### src/rtl/blake2_msg_sched.sv
// BLAKE2 message scheduler: cuts an incoming byte stream into BB-byte blocks,
// zero-pads the final block, loads the compression core one byte per cycle,
// holds off while the core compresses and forwards the digest stream.
// Optional build macro BLAKE2_SCHED_STATS_EN adds block / message counters.
//
// state    | meaning
// IDLE     | no message in flight; first accepted byte starts block 0
// LOAD     | passing message bytes straight through to the core
// PAD      | emitting zero bytes up to the end of the final block
// WAIT_F   | core compressing a non-final block; input stalled
// WAIT_RES | final block loaded; waiting for the core's done pulse
// OUT      | forwarding nn digest bytes, one per cycle
module blake2_msg_sched #(
    parameter int BB    = 128,
    parameter int LL_W  = 128,
    parameter int F_LAT = 106
) (
    input  logic                    clk,
    input  logic                    nreset,
    input  logic [7:0]              cfg_kk_i,
    input  logic [7:0]              cfg_nn_i,
    input  logic                    s_valid_i,
    output logic                    s_ready_o,
    input  logic [7:0]              s_data_i,
    input  logic                    s_last_i,
    output logic [7:0]              core_kk_o,
    output logic [7:0]              core_nn_o,
    output logic [LL_W-1:0]         core_ll_o,
    output logic                    core_block_first_o,
    output logic                    core_block_last_o,
    output logic                    core_data_v_o,
    output logic [$clog2(BB)-1:0]   core_data_idx_o,
    output logic [7:0]              core_data_o,
    input  logic                    core_done_i,
    input  logic [7:0]              core_h_i,
    output logic                    h_valid_o,
    output logic [7:0]              h_data_o,
    output logic                    h_last_o,
`ifdef BLAKE2_SCHED_STATS_EN
    output logic [31:0]             stat_blocks_o,
    output logic [31:0]             stat_msgs_o,
`endif
    output logic                    busy_o
);

    localparam int IDX_W = $clog2(BB);
    localparam int CNT_W = (F_LAT > 1) ? $clog2(F_LAT) : 1;
    localparam logic [IDX_W-1:0] IDX_LAST = IDX_W'(BB - 1);
    // WAIT_F lasts exactly F_LAT cycles: load F_LAT-1, leave on terminal count 0
    localparam logic [CNT_W-1:0] F_LOAD   = CNT_W'(F_LAT - 1);

    typedef enum logic [2:0] {
        ST_IDLE,
        ST_LOAD,
        ST_PAD,
        ST_WAIT_F,
        ST_WAIT_RES,
        ST_OUT
    } state_t;

    state_t            state;
    logic [IDX_W-1:0]  idx_q;
    logic [CNT_W-1:0]  fcnt_q;
    logic [7:0]        ocnt_q;
    logic [7:0]        kk_q;
    logic [7:0]        nn_q;
    logic              first_q;
    logic              last_q;
    logic [LL_W-1:0]   ll_q;
    logic              h_valid_q;
    logic [7:0]        h_data_q;
    logic              h_last_q;

    logic              accept;
    logic [IDX_W-1:0]  cur_idx;
    logic              out_last;

    // byte acceptance and the core-facing view; message bytes reach the core in the accept cycle
    always_comb begin
        s_ready_o          = (state == ST_IDLE) || (state == ST_LOAD);
        accept             = s_valid_i && s_ready_o;
        cur_idx            = (state == ST_IDLE) ? '0 : idx_q;
        out_last           = (ocnt_q == (nn_q - 8'd1));
        core_data_v_o      = accept || (state == ST_PAD);
        core_data_o        = accept ? s_data_i : 8'h00;
        core_data_idx_o    = core_data_v_o ? cur_idx : '0;
        core_block_first_o = (state == ST_IDLE) ? accept : first_q;
        core_block_last_o  = last_q || (accept && s_last_i);
        core_ll_o          = ll_q + LL_W'(accept);
        core_kk_o          = ((state == ST_IDLE) && accept) ? cfg_kk_i : kk_q;
        core_nn_o          = ((state == ST_IDLE) && accept) ? cfg_nn_i : nn_q;
        busy_o             = (state != ST_IDLE);
    end

    assign h_valid_o = h_valid_q;
    assign h_data_o  = h_data_q;
    assign h_last_o  = h_last_q;

    // sequencer: block cutting, padding, compression pacing and digest forwarding
    always_ff @(posedge clk) begin
        if (!nreset) begin
            state     <= ST_IDLE;
            idx_q     <= '0;
            fcnt_q    <= '0;
            ocnt_q    <= '0;
            kk_q      <= '0;
            nn_q      <= '0;
            first_q   <= 1'b0;
            last_q    <= 1'b0;
            ll_q      <= '0;
            h_valid_q <= 1'b0;
            h_data_q  <= '0;
            h_last_q  <= 1'b0;
        end else begin
            h_valid_q <= 1'b0;
            h_last_q  <= 1'b0;
            unique case (state)
                ST_IDLE, ST_LOAD: begin
                    if (accept) begin
                        if (state == ST_IDLE) begin
                            kk_q    <= cfg_kk_i;
                            nn_q    <= cfg_nn_i;
                            first_q <= 1'b1;
                        end
                        ll_q <= ll_q + 1'b1;
                        if (s_last_i) begin
                            last_q <= 1'b1;
                        end
                        if (cur_idx == IDX_LAST) begin
                            state  <= s_last_i ? ST_WAIT_RES : ST_WAIT_F;
                            fcnt_q <= F_LOAD;
                        end else begin
                            state <= s_last_i ? ST_PAD : ST_LOAD;
                            idx_q <= cur_idx + 1'b1;
                        end
                    end
                end
                ST_PAD: begin
                    if (idx_q == IDX_LAST) begin
                        state <= ST_WAIT_RES;
                    end else begin
                        idx_q <= idx_q + 1'b1;
                    end
                end
                ST_WAIT_F: begin
                    if (fcnt_q == '0) begin
                        state   <= ST_LOAD;
                        idx_q   <= '0;
                        first_q <= 1'b0;
                    end else begin
                        fcnt_q <= fcnt_q - 1'b1;
                    end
                end
                ST_WAIT_RES: begin
                    if (core_done_i) begin
                        state  <= ST_OUT;
                        ocnt_q <= '0;
                    end
                end
                ST_OUT: begin
                    h_valid_q <= 1'b1;
                    h_data_q  <= core_h_i;
                    h_last_q  <= out_last;
                    if (out_last) begin
                        state   <= ST_IDLE;
                        idx_q   <= '0;
                        ll_q    <= '0;
                        first_q <= 1'b0;
                        last_q  <= 1'b0;
                    end else begin
                        ocnt_q <= ocnt_q + 1'b1;
                    end
                end
                default: state <= ST_IDLE;
            endcase
        end
    end

`ifdef BLAKE2_SCHED_STATS_EN
    logic [31:0] stat_blocks_q;
    logic [31:0] stat_msgs_q;

    // a block counts when its byte BB-1 reaches the core; a message when its last digest byte leaves
    always_ff @(posedge clk) begin
        if (!nreset) begin
            stat_blocks_q <= '0;
            stat_msgs_q   <= '0;
        end else begin
            if (core_data_v_o && (cur_idx == IDX_LAST)) begin
                stat_blocks_q <= stat_blocks_q + 32'd1;
            end
            if (h_valid_q && h_last_q) begin
                stat_msgs_q <= stat_msgs_q + 32'd1;
            end
        end
    end

    assign stat_blocks_o = stat_blocks_q;
    assign stat_msgs_o   = stat_msgs_q;
`endif

endmodule

### config.mk
export PLATFORM = sky130hd
export DESIGN_NAME = blake2_msg_sched
export DESIGN_NICKNAME = d
export VERILOG_FILES = /design/src/rtl/blake2_msg_sched.sv
export SDC_FILE = /design/constraint.sdc
export NUM_CORES = 1
export LEC_CHECK = 0
export ABC_AREA = 1
export CORE_UTILIZATION = 30
export DETAILED_ROUTE_END_ITERATION = 6
export PLACE_DENSITY = 0.52
export SETUP_SLACK_MARGIN = 0.4
export SLEW_MARGIN = 20
export SYNTH_ARGS = -nofsm -noshare
export SYNTH_HDL_FRONTEND = slang
export SYNTH_SLANG_ARGS = --single-unit
### constraint.sdc
create_clock -name clk -period 3.3 [get_ports clk]
set_input_delay 0.66 -clock clk [delete_from_list [all_inputs] [get_ports clk]]
set_output_delay 0.66 -clock clk [all_outputs]
set_load 0.005 [all_outputs]
======== Yosys cells after proc, flatten, opt, wreduce, memory -nomap -nowiden ========
Cells that the tools add are included.
word-level totals
  register bits ........................... 181
  word-level logic and storage cells ...... 103
cells by class
  add/subtract/negate cells ............... 7
  reduce and logical (&&, ||, !) cells .... 24
  multiplexer cells ....................... 40
  equality and inequality tests ........... 20
operator list
  cell                                                                 count
  128-bit 2-to-1 mux                                                   2
  128-bit case mux with 2 select lines                                 1
  128-bit by 1-bit adder with 128-bit output                           1
  128-bit by 1-bit adder with 128-bit output (second input constant)   1
  7-bit 2-to-1 mux                                                     10
  8-bit 2-to-1 mux                                                     5
  7-bit case mux with 4 select lines                                   1
  2-bit inequality test (second input constant)                        11
  3-bit 2-to-1 mux                                                     7
  8-bit case mux with 2 select lines                                   1
  3-bit case mux with 5 select lines                                   1
  7-bit by 1-bit adder with 7-bit output (second input constant)       2
  7-bit == test (second input constant)                                2
  7-bit case mux with 2 select lines                                   1
  5-bit AND reduction                                                  2
  3-bit AND reduction                                                  3
  8-bit by 1-bit adder with 8-bit output (second input constant)       1
  8-bit == test                                                        1
  1-bit 2-to-1 mux                                                     8
  4-bit AND reduction                                                  2
  8-bit by 1-bit subtractor with 8-bit output (second input constant)  1
  7-bit logical NOT                                                    1
  7-bit by 1-bit subtractor with 7-bit output (second input constant)  1
  3-bit by 2-bit == test with 1-bit output (second input constant)     2
  15 further kinds                                                     23

======== Logic depth before layout (Yosys ltp) ========
  depth after elaboration ................. 6
  depth in mapped cells ................... 16
  gate-level depth less buffers ........... 16

======== Worst setup path before layout ========
Ideal clock, no wire load.
  path kind ............................... in2out
  start ................................... input port s_valid_i
  end ..................................... output port core_ll_o[64]
  buffers on the path ..................... 0
  arrival ................................. 2.523 ns
  slack ................................... 0.117 ns
  cell stages on the path ................. 14
  data required time ...................... 2.640 ns
  cell sequence ........................... inv_1 -> nor2_1 -> ha_1 -> ha_1 -> inv_1 -> nor2_4 -> inv_1 -> nor2_2 -> inv_2 -> nor2_2 -> inv_2 -> nor2_1 -> nand2_1 -> xor2_1
on the way
  longest elaborated chain between the ends .. 2
ends and longest elaborated chain
  item                                        RTL line  text
  start, declared                             22        input logic s_valid_i,
  1-bit logical AND                           81        accept = s_valid_i && s_ready_o;
  128-bit by 1-bit adder with 128-bit output  89        core_ll_o = ll_q + LL_W'(accept);
  end, declared                               28        output logic [LL_W-1:0] core_ll_o,
Every way passes these cells.

======== Worst setup path in the final report ========
  start ................................... input port s_valid_i
  end ..................................... output port core_ll_o[44]
Same word-level chain as after synthesis.

==> results.ini <==
[timing]
slew_violations=0
hold_violations=0
finalSetupViolations=47
rsz0062_at_grt=true
relSlewSlack=0.456
min_period_ps=3470
skew_ps=19.5
finalCritPeriodShare=1.05
worstMarginPinSlew_ps=816
worst_slack_ps=-172
hold_slack_ps=464
tns_ps=-3010
fmax_ghz=0.288

[yosys]
synth_ff_type=dfxtp_1
yosys.area_share.simple=0.455
synth_top_family_by_area=simple AND/OR/NAND/NOR gates
synth_area_mm2=0.0150
synth_xor_area_frac=0.0977
synth-compound-area-share=0.0813
synth_cell_types=41
synth_edf_count=0
avgSynthCellArea_um2=5.98
ys_seq_elements=181
synthAdderAreaFrac=0.00752
syn_inst=2505
synth.net_count=2551
synth-seq-area-share=0.242
synth_mux_area_frac=0
synth_warnings=0
synth-async-reset-ratio=0

[hold_path]
min_from=fcnt_q[0]
whs_path_depth=1
hold_path.class=reg2reg
min_to=fcnt_q[0]

[clocking]
root_buffer=clkbuf_16
clockBufferDepth=2
tritoncts=done
clock_sinks=181
path_clk_slew_ps=80
clock_latency_ps=510
numCtsBuffers=17
cts_hold_buf=0
htreeDepth=4

[floorplanning]
die-area_mm2=0.0508
initial_core_util=0.305
die_w_um=225
coreArea_mm2=0.0491
num_rows=81
ioPinCount=211
dieHeight_um=225

[setup_path]
cp-start-kind=input port
endpoint_kind=output pin
r2r-end=ll_q[60]
critical_path_arrival_ps=2810
cp.required_ps=2640
crit_buf_inv=9
cp_top_family=buffers and inverters
path_common_cell=nor2_4
reg2reg_depth=11
path_cells=dlygate4sd2_1, inv_2, nor2_4, ha_4, ha_4, inv_4, nor2_4, inv_4, nor2_4, buf_6, inv_4, nor2_4, buf_6, buf_6, xor2_1, buf_2
critPathMaxFanout=4
cp.depth=16
r2r-start=ll_q[0]
ff2ff_setup_slack_ps=600
crit_type=in2out
cpPeakStageDelay_ps=250
cp_slowest_cell=dlygate4sd2_1

[layout]
n_antenna_cell=0
layout-drive-gt1-share=0.479
syn_to_final_growth_pct=84.2
finish.utilization=0.562
nets=3431

[power]
ir_worst_vdd_v=0.000612
cellLeakagePower_uw=0.0127
powerDensity_mw_per_mm2=285

[global_routing]
grt_use_met1=0.424
top_usage_layer=met2
grt_pass1_vias=20300
antenna_found_initial=0
use_met3=0.0635
grt_max_degree=91
grt_use_total=0.353
met2_usage=0.589
overflow=0
grt_pass1_wl_um=129000

[outcome]
violations=design-rule violations, negative setup slack
outcome=finished with violations

[drt]
dr.pass1.iters=7
drtIter0Drc=1966
drtAntennaViolNets=0
drc=4
drt-total-wl_um=90400
via_per_inst=5.13
wire_per_inst_um=22.3
num_vias=20800

[place]
port_buffers=210
gp_congestion=1.06
dpl.hpwl_um=69700

[job]
cap_viol_max_count=0

-- state kept, by name, indices dropped and copies added (netlist names) --
register   cells
last_q         1
state          3
h_last_o       1
h_data_o       8
fcnt_q         7
h_valid_o      1
first_q        1
ll_q         128
kk_q           8
idx_q          7
nn_q           8
ocnt_q         8
-- where the power goes --
group	total (uW)	switching [uW]	leakage, uW	internal [uW]
clock	2320	1140	0.000299	1180
sequential	2440	122	0.00151	2320
combinational	3080	1900	0.0109	1180
-- per-layer routing --
layer	part of all wire	wire, um
met1	0.40	36000
met2	0.47	42400
met3	0.067	6060
met4	0.066	5990
met5	0	0
-- cell usage after synthesis, types with 11 or more instances --
master / instances / share of area
a211oi_1: 18 / 0.0090
a21oi_1: 169 / 0.056
buf_1: 13 / 0.0033
buf_2: 39 / 0.013
clkbuf_1: 38 / 0.0095
dfxtp_1: 181 / 0.24
inv_1: 281 / 0.070
inv_2: 38 / 0.0095
nand2_1: 570 / 0.14
nand2_2: 16 / 0.0067
nand3_1: 246 / 0.082
nand4_1: 126 / 0.053
nor2_1: 349 / 0.088
nor2_2: 42 / 0.018
nor2_4: 16 / 0.012
nor3_1: 80 / 0.027
nor3_2: 11 / 0.0074
o21ai_0: 31 / 0.010
or2_2: 14 / 0.0059
xnor2_1: 22 / 0.013
xor2_1: 145 / 0.085
-- worst max-delay path by stage --
stage	from	to
2_1_floorplan	s_valid_i	core_ll_o[127]
3_3_place_gp	s_valid_i	core_ll_o[126]
3_5_place_dp	s_valid_i	core_ll_o[126]
4_1_cts	state[2]	core_ll_o[64]
5_1_grt	state[1]	core_ll_o[44]
6_report	s_valid_i	core_ll_o[44]
-- cell type report --
cell class	instances	area (um2)
fillers	4822	21500
multi-input cells	1895	12600
repair buffers	970	8470
flip-flops and latches	181	3770
inverters	320	1260
well taps	664	831
clock buffers	20	457
clock inverters	12	159
-- placed cells by master, fill, tap and decap left out, types with 71 or more instances in the layout --
master / n
inv_1: 231
buf_6: 249
a21oi_1: 167
dfxtp_1: 103
buf_4: 494
nand4_1: 126
buf_2: 110
nor2_1: 195
xor2_1: 88
nand2_2: 88
nor2_4: 144
nand2_1: 424
nand3_1: 222
nand2_4: 71
-- repair_timing --
item,CTS,global route
buffers inserted,173,51
endpoints found under the setup margin,160,154
gates resized for setup,1394,238
pin swaps,269,156
cloned,2,0
hold endpoints to repair,0,0
-- cell families after synthesis --
group           Yosys count
buf+inv                 429
xor+xnor                167
fa+ha+maj                 9
compound gates          229
flops                   181
simple gates           1490
-- stage by stage --
stage / setup WS [ps] / instance area, um2 / total power, uW / cells
floorplan: 417 / 15000 / 4230 / 2505
global placement: -944 / 21600 / 5440 / 3804
detailed placement: -948 / 21600 / 5450 / 3804
CTS: -153 / 26400 / 7900 / 4011
global route: -234 / 27600 / 8270 / 4062
finish: -172 / 27600 / 7840 / 4062
(Power assumes the default switching activity.)
